==> config.mk <==
export PLATFORM = sky130hd
export DESIGN_NAME = prog_updown_counter_flat
export DESIGN_NICKNAME = d
export VERILOG_FILES = /design/src/rtl/prog_updown_counter_if.sv /design/src/rtl/prog_updown_counter.sv /design/src/flat_wrapper.sv
export SDC_FILE = /design/constraint.sdc
export NUM_CORES = 1
export LEC_CHECK = 0
export ABC_AREA = 1
export CORE_MARGIN = 4
export CORE_UTILIZATION = 35
export DETAILED_ROUTE_END_ITERATION = 10
export DONT_BUFFER_PORTS = 1
export PLACE_DENSITY_LB_ADDON = 0.12
export SETUP_SLACK_MARGIN = 0.5
export SYNTH_ARGS = -nofsm -noshare
export SYNTH_HDL_FRONTEND = slang
export SYNTH_SLANG_ARGS = --single-unit
==> constraint.sdc <==
create_clock -name clk -period 4.95 [get_ports clk]
set_clock_uncertainty 0.2 [all_clocks]
set_input_delay 0.495 -clock clk [delete_from_list [all_inputs] [get_ports clk]]
set_output_delay 0.495 -clock clk [all_outputs]
set_load 0.02 [all_outputs]
==> src/rtl/prog_updown_counter_if.sv <==
// Control and status bundle for prog_updown_counter: pin/register layer (master) to counter (slave).
interface prog_updown_counter_if #(
  parameter int unsigned WIDTH = 8,
  parameter int unsigned PRE_W = 8
);
  logic             start;
  logic             stop;
  logic             clear;
  logic             load;
  logic [WIDTH-1:0] load_val;
  logic             dir;
  logic             oneshot;
  logic [WIDTH-1:0] max_val;
  logic [PRE_W-1:0] prescale;
  logic [WIDTH-1:0] count;
  logic             running;
  logic             tc;
  logic             done;

  modport master (
    output start, stop, clear, load, load_val, dir, oneshot, max_val, prescale,
    input  count, running, tc, done
  );

  modport slave (
    input  start, stop, clear, load, load_val, dir, oneshot, max_val, prescale,
    output count, running, tc, done
  );
endinterface

==> src/rtl/prog_updown_counter.sv <==
// Programmable up/down counter with prescaler, wrap limit and one-shot mode.
module prog_updown_counter #(
  parameter int unsigned WIDTH = 8,
  parameter int unsigned PRE_W = 8
) (
  input logic                   clk,
  input logic                   rst_n,
  prog_updown_counter_if.slave  bus
);

  localparam logic [1:0] StIdle = 2'd0;
  localparam logic [1:0] StRun  = 2'd1;
  localparam logic [1:0] StDone = 2'd2;

  logic [1:0]       state_q, state_d;
  logic [WIDTH-1:0] count_q, count_d;
  logic [PRE_W-1:0] pre_q, pre_d;
  logic             tc_q, tc_d;
  logic             tick;
  logic             wrap;

  assign tick = (state_q == StRun) && (pre_q >= bus.prescale);
  assign wrap = bus.dir ? (count_q >= bus.max_val) : (count_q == '0);

  always_comb begin
    state_d = state_q;
    count_d = count_q;
    pre_d   = pre_q;
    tc_d    = 1'b0;
    if (bus.clear) begin
      state_d = StIdle;
      count_d = '0;
      pre_d   = '0;
    end else if (bus.load) begin
      count_d = bus.load_val;
      pre_d   = '0;
      if (state_q == StDone) state_d = StIdle;
    end else if (bus.stop) begin
      state_d = StIdle;
      pre_d   = '0;
    end else if (bus.start && (state_q != StRun)) begin
      state_d = StRun;
      pre_d   = '0;
    end else if (state_q == StRun) begin
      if (tick) begin
        pre_d = '0;
        if (wrap) begin
          tc_d = 1'b1;
          // One-shot holds the terminal value instead of wrapping.
          if (bus.oneshot) state_d = StDone;
          else             count_d = bus.dir ? '0 : bus.max_val;
        end else begin
          count_d = bus.dir ? count_q + WIDTH'(1) : count_q - WIDTH'(1);
        end
      end else begin
        pre_d = pre_q + PRE_W'(1);
      end
    end
  end

  always_ff @(posedge clk) begin
    if (!rst_n) begin
      state_q <= StIdle;
      count_q <= '0;
      pre_q   <= '0;
      tc_q    <= 1'b0;
    end else begin
      state_q <= state_d;
      count_q <= count_d;
      pre_q   <= pre_d;
      tc_q    <= tc_d;
    end
  end

  assign bus.count   = count_q;
  assign bus.tc      = tc_q;
  assign bus.running = (state_q == StRun);
  assign bus.done    = (state_q == StDone);

endmodule

==> src/flat_wrapper.sv <==
// flat-port wrapper written by rule: the top's interface ports become plain ports
module prog_updown_counter_flat 
#(
  parameter int unsigned WIDTH = 8,
  parameter int unsigned PRE_W = 8
)
  (clk, rst_n, bus_start, bus_stop, bus_clear, bus_load, bus_load_val, bus_dir, bus_oneshot, bus_max_val, bus_prescale, bus_count, bus_running, bus_tc, bus_done);
  prog_updown_counter_if #(.WIDTH(WIDTH), .PRE_W(PRE_W)) bus_i ();
  input logic clk;
  input logic rst_n;
  input wire logic [$bits(bus_i.start)-1:0] bus_start;
  input wire logic [$bits(bus_i.stop)-1:0] bus_stop;
  input wire logic [$bits(bus_i.clear)-1:0] bus_clear;
  input wire logic [$bits(bus_i.load)-1:0] bus_load;
  input wire logic [$bits(bus_i.load_val)-1:0] bus_load_val;
  input wire logic [$bits(bus_i.dir)-1:0] bus_dir;
  input wire logic [$bits(bus_i.oneshot)-1:0] bus_oneshot;
  input wire logic [$bits(bus_i.max_val)-1:0] bus_max_val;
  input wire logic [$bits(bus_i.prescale)-1:0] bus_prescale;
  output wire logic [$bits(bus_i.count)-1:0] bus_count;
  output wire logic [$bits(bus_i.running)-1:0] bus_running;
  output wire logic [$bits(bus_i.tc)-1:0] bus_tc;
  output wire logic [$bits(bus_i.done)-1:0] bus_done;
  assign bus_i.start = bus_start;
  assign bus_i.stop = bus_stop;
  assign bus_i.clear = bus_clear;
  assign bus_i.load = bus_load;
  assign bus_i.load_val = bus_load_val;
  assign bus_i.dir = bus_dir;
  assign bus_i.oneshot = bus_oneshot;
  assign bus_i.max_val = bus_max_val;
  assign bus_i.prescale = bus_prescale;
  assign bus_count = bus_i.count;
  assign bus_running = bus_i.running;
  assign bus_tc = bus_i.tc;
  assign bus_done = bus_i.done;
  prog_updown_counter #(.WIDTH(WIDTH), .PRE_W(PRE_W)) u_core (.clk(clk), .rst_n(rst_n), .bus(bus_i));
endmodule
==> impl_metrics.json <==
{
  "drtPass1Iterations": 4,
  "detail_route.iter0.violations": 95,
  "clkLatencyLatePin_ns": 0.25,
  "dieWidth_microns": 81.8,
  "yosys_most_used_dff": "sky130_fd_sc_hd__dfxtp_1",
  "cts_post_setup_buffers_inserted": 0,
  "vias_per_cell": 4.74,
  "port_buffers": 0,
  "regToRegEndpoint": "u_core.bus.count[6]",
  "final_min_period_over_clock_period_pct": 52.4,
  "instance_count_of_the_mapped_netlist": 305,
  "cp.required_ns": 4.91,
  "syn2layout_area_growth_pct": 4.86,
  "layout.area.seq_sq_um": 380,
  "sequential_cell_area_fraction_in_the_yosys_report_pct": 20.0,
  "worst-path-max-fanout": 13,
  "first_pass_grt_wire_length_microns": 7780,
  "final_max_slew_viol_count": 0,
  "drive_gt1_share_pct": 5.59,
  "drt-wirelength-per-cell_microns": 12.6,
  "cts_made_buffers": 3,
  "utilization_pct": 38.4,
  "number_of_global_route_vias_before_repair": 1615,
  "antenna_found_initial": 0,
  "cpMostUsedCell": "sky130_fd_sc_hd__nand2_1",
  "critPathKind": "flop to flop",
  "fin_worst_hold_slack_ns": 0.230,
  "vdd.ir_drop.worst_mv": 0.103,
  "timing.final.setup_violations": 0,
  "r2r.worst_path.cells": 13,
  "max_stage_delay_ns": 0.55,
  "areal_power_density_over_the_cells_mw_per_mm2": 192,
  "synth-warning-count": 0,
  "p_leak_nw": 1.06,
  "num_io_pins": 43,
  "grt-ovfl-total": 0,
  "full_die_area_sq_mm": 0.00668,
  "status": "complete, no violations",
  "fillCellCount": 586,
  "hold_path_end": "u_core.bus.count[5]",
  "max_freq_ghz": 0.386,
  "reg2reg_setup_slack_ns": 2.36,
  "crit_path_start_kind": "flop",
  "die_h_microns": 81.8,
  "worst_hold_path.num_cells": 3,
  "slew-limit-headroom_pct": 24.7,
  "worst-endpoint-arrival_ns": 2.55,
  "path_cells": "inv_1 -> ha_1 -> nand2_1 -> nor2_1 -> nor2_1 -> nand2_1 -> nand2_1 -> nand2_1 -> nand3b_2 -> nand3_4 -> nand2_1 -> nand2_1 -> nor2_1",
  "final-hold-violation-count": 0,
  "core-area_sq_mm": 0.00520,
  "max_slew.worst_pin.slew_ns": 1.12,
  "cts_buffer_depth": 2,
  "crit_buf_inv": 1,
  "wirelength_microns": 4730,
  "final_weighted_congestion_in_routability_driven_placement": 0.837,
  "cts_root_buf": "sky130_fd_sc_hd__clkbuf_8",
  "grt_start_max_net_pins": 14,
  "num_antenna_cells": 0,
  "initial_util_pct": 36.6,
  "min_from": "bus_load",
  "final_common_cell": "sky130_fd_sc_hd__nand2_1",
  "cts.sinks": 19,
  "synth_nets": 361,
  "syn-mean-instance-area_sq_um": 6.24,
  "multi_input_area_sq_mm": 0.00130,
  "holdBufCountCts": 0,
  "synthDistinctLibCells": 32,
  "drt.antenna.violating_nets": 0,
  "ctsHtreeMaxLevel": 1,
  "synth_seq_cells": 19,
  "path_clk_slew_ns": 0.07,
  "end_kind": "flop",
  "min_path_type": "primary input to flop",
  "critical_path.top_delay_family": "simple AND/OR/NAND/NOR gates",
  "grt_usage_pct": 15.0,
  "r2r-start": "u_core.bus.count[0]",
  "preCtsSetupSlack_ns": 2.35,
  "drt_drc_violations_left": 0,
  "placementRows": 26,
  "via_count": 1772,
  "nNetsFinal": 361,
  "finalWorstSetupSlack_ns": 2.36,
  "dp_hpwl_microns": 3850,
  "max-cap-violations": 0,
  "syn-cell-area_sq_mm": 0.00190,
  "slowest_cell_on_the_critical_path": "sky130_fd_sc_hd__dfxtp_1",
  "synth_edf_count": 0,
  "finalSetupTns_ns": 0,
  "share_of_flip_flops_with_an_asynchronous_set_or_reset_pct": 0,
  "rsz0062_at_grt": "false",
  "commonest_cells_after_routing_fill_and_taps_aside": "87 x sky130_fd_sc_hd__nand2_1, 49 x sky130_fd_sc_hd__inv_1, 40 x sky130_fd_sc_hd__nor2_1",
  "cts_tree": "built",
  "cts_resized": 0,
  "final.min_clock_period_ns": 2.59
}
==> synth_stat cells, drive strengths merged, types with 3 or more instances <==
cell type  number  area (sq um)
nand2          91           365
inv            50           188
nor2           42           163
nand3          25           143
ha             23           288
dfxtp          19           380
a21oi          16          80.1
nand4          10          62.6
buf             5          40.0
xor2            5          43.8
or2             3          18.8
==> state kept, by name (all words and copies together), names as in the netlist <==
register and count:
u_core.bus.tc 1, u_core.state_q 2, u_core.pre_q 8, u_core.bus.count 8
==> per-stage QoR <==
step                      std cells  total power (W)  instance area [sq um]
final                           374         0.000384                   2000
after global routing            374         0.000415                   2000
after CTS                       374         0.000389                   2000
after detailed placement        370         0.000277                   1950
after global placement          370         0.000277                   1950
after floorplan                 305         0.000260                   1900
==> how the worst max path moves through the flow <==
stage,start,to,slack [ns],cells after the start
2_1_floorplan,u_core.bus.count[0],u_core.state_q[0],2.85,14
3_3_place_gp,u_core.bus.count[0],u_core.bus.count[7],2.42,13
3_5_place_dp,u_core.bus.count[0],u_core.bus.count[6],2.35,13
4_1_cts,u_core.bus.count[0],u_core.bus.count[6],2.35,13
5_1_grt,u_core.bus.count[0],u_core.bus.count[1],2.07,13
6_report,u_core.bus.count[0],u_core.bus.count[6],2.36,13
==> worst register-to-register path, cell delays in order (launching register included) <==
cell and delay [ns]:
sky130_fd_sc_hd__dfxtp_1 0.55, sky130_fd_sc_hd__inv_1 0.14, sky130_fd_sc_hd__ha_1 0.30, sky130_fd_sc_hd__nand2_1 0.05, sky130_fd_sc_hd__nor2_1 0.08, sky130_fd_sc_hd__nor2_1 0.04, sky130_fd_sc_hd__nand2_1 0.06, sky130_fd_sc_hd__nand2_1 0.05
sky130_fd_sc_hd__nand2_1 0.40, sky130_fd_sc_hd__nand3b_2 0.21, sky130_fd_sc_hd__nand3_4 0.24, sky130_fd_sc_hd__nand2_1 0.08, sky130_fd_sc_hd__nand2_1 0.06, sky130_fd_sc_hd__nor2_1 0.04
==> final cells by class <==
type	instances	share of cell area (%)
multi-input cells	231	64.9
flip-flops and latches	19	19.0
inverters	50	9.40
well taps	70	4.39
clock buffers	4	2.26
==> routing by layer <==
metal	global-route usage (%)	routed length, microns
met1	20.9	2340
met2	23.7	2050
met3	4.17	334
met4	1.50	13
met5	0	0
==> where the power goes <==
group | total, W | switching [W] | internal (W)
clock | 0.000110 | 0.0000530 | 0.0000572
combinational | 0.000108 | 0.0000695 | 0.0000384
sequential | 0.000165 | 0.00000898 | 0.000156
total | 0.000384 | 0.000131 | 0.000252
==> cell families after synthesis <==
kind of cell	Yosys count	share of synthesized area [%]
AND/OR/NAND/NOR	178	42.4
buffers and inverters	55	12.0
AO/OA/AOI/OAI	22	6.31
adder cells (fa/ha/maj)	24	16.2
XOR/XNOR	7	3.22
flip-flops	19	20.0
(Power assumes the default switching activity.)
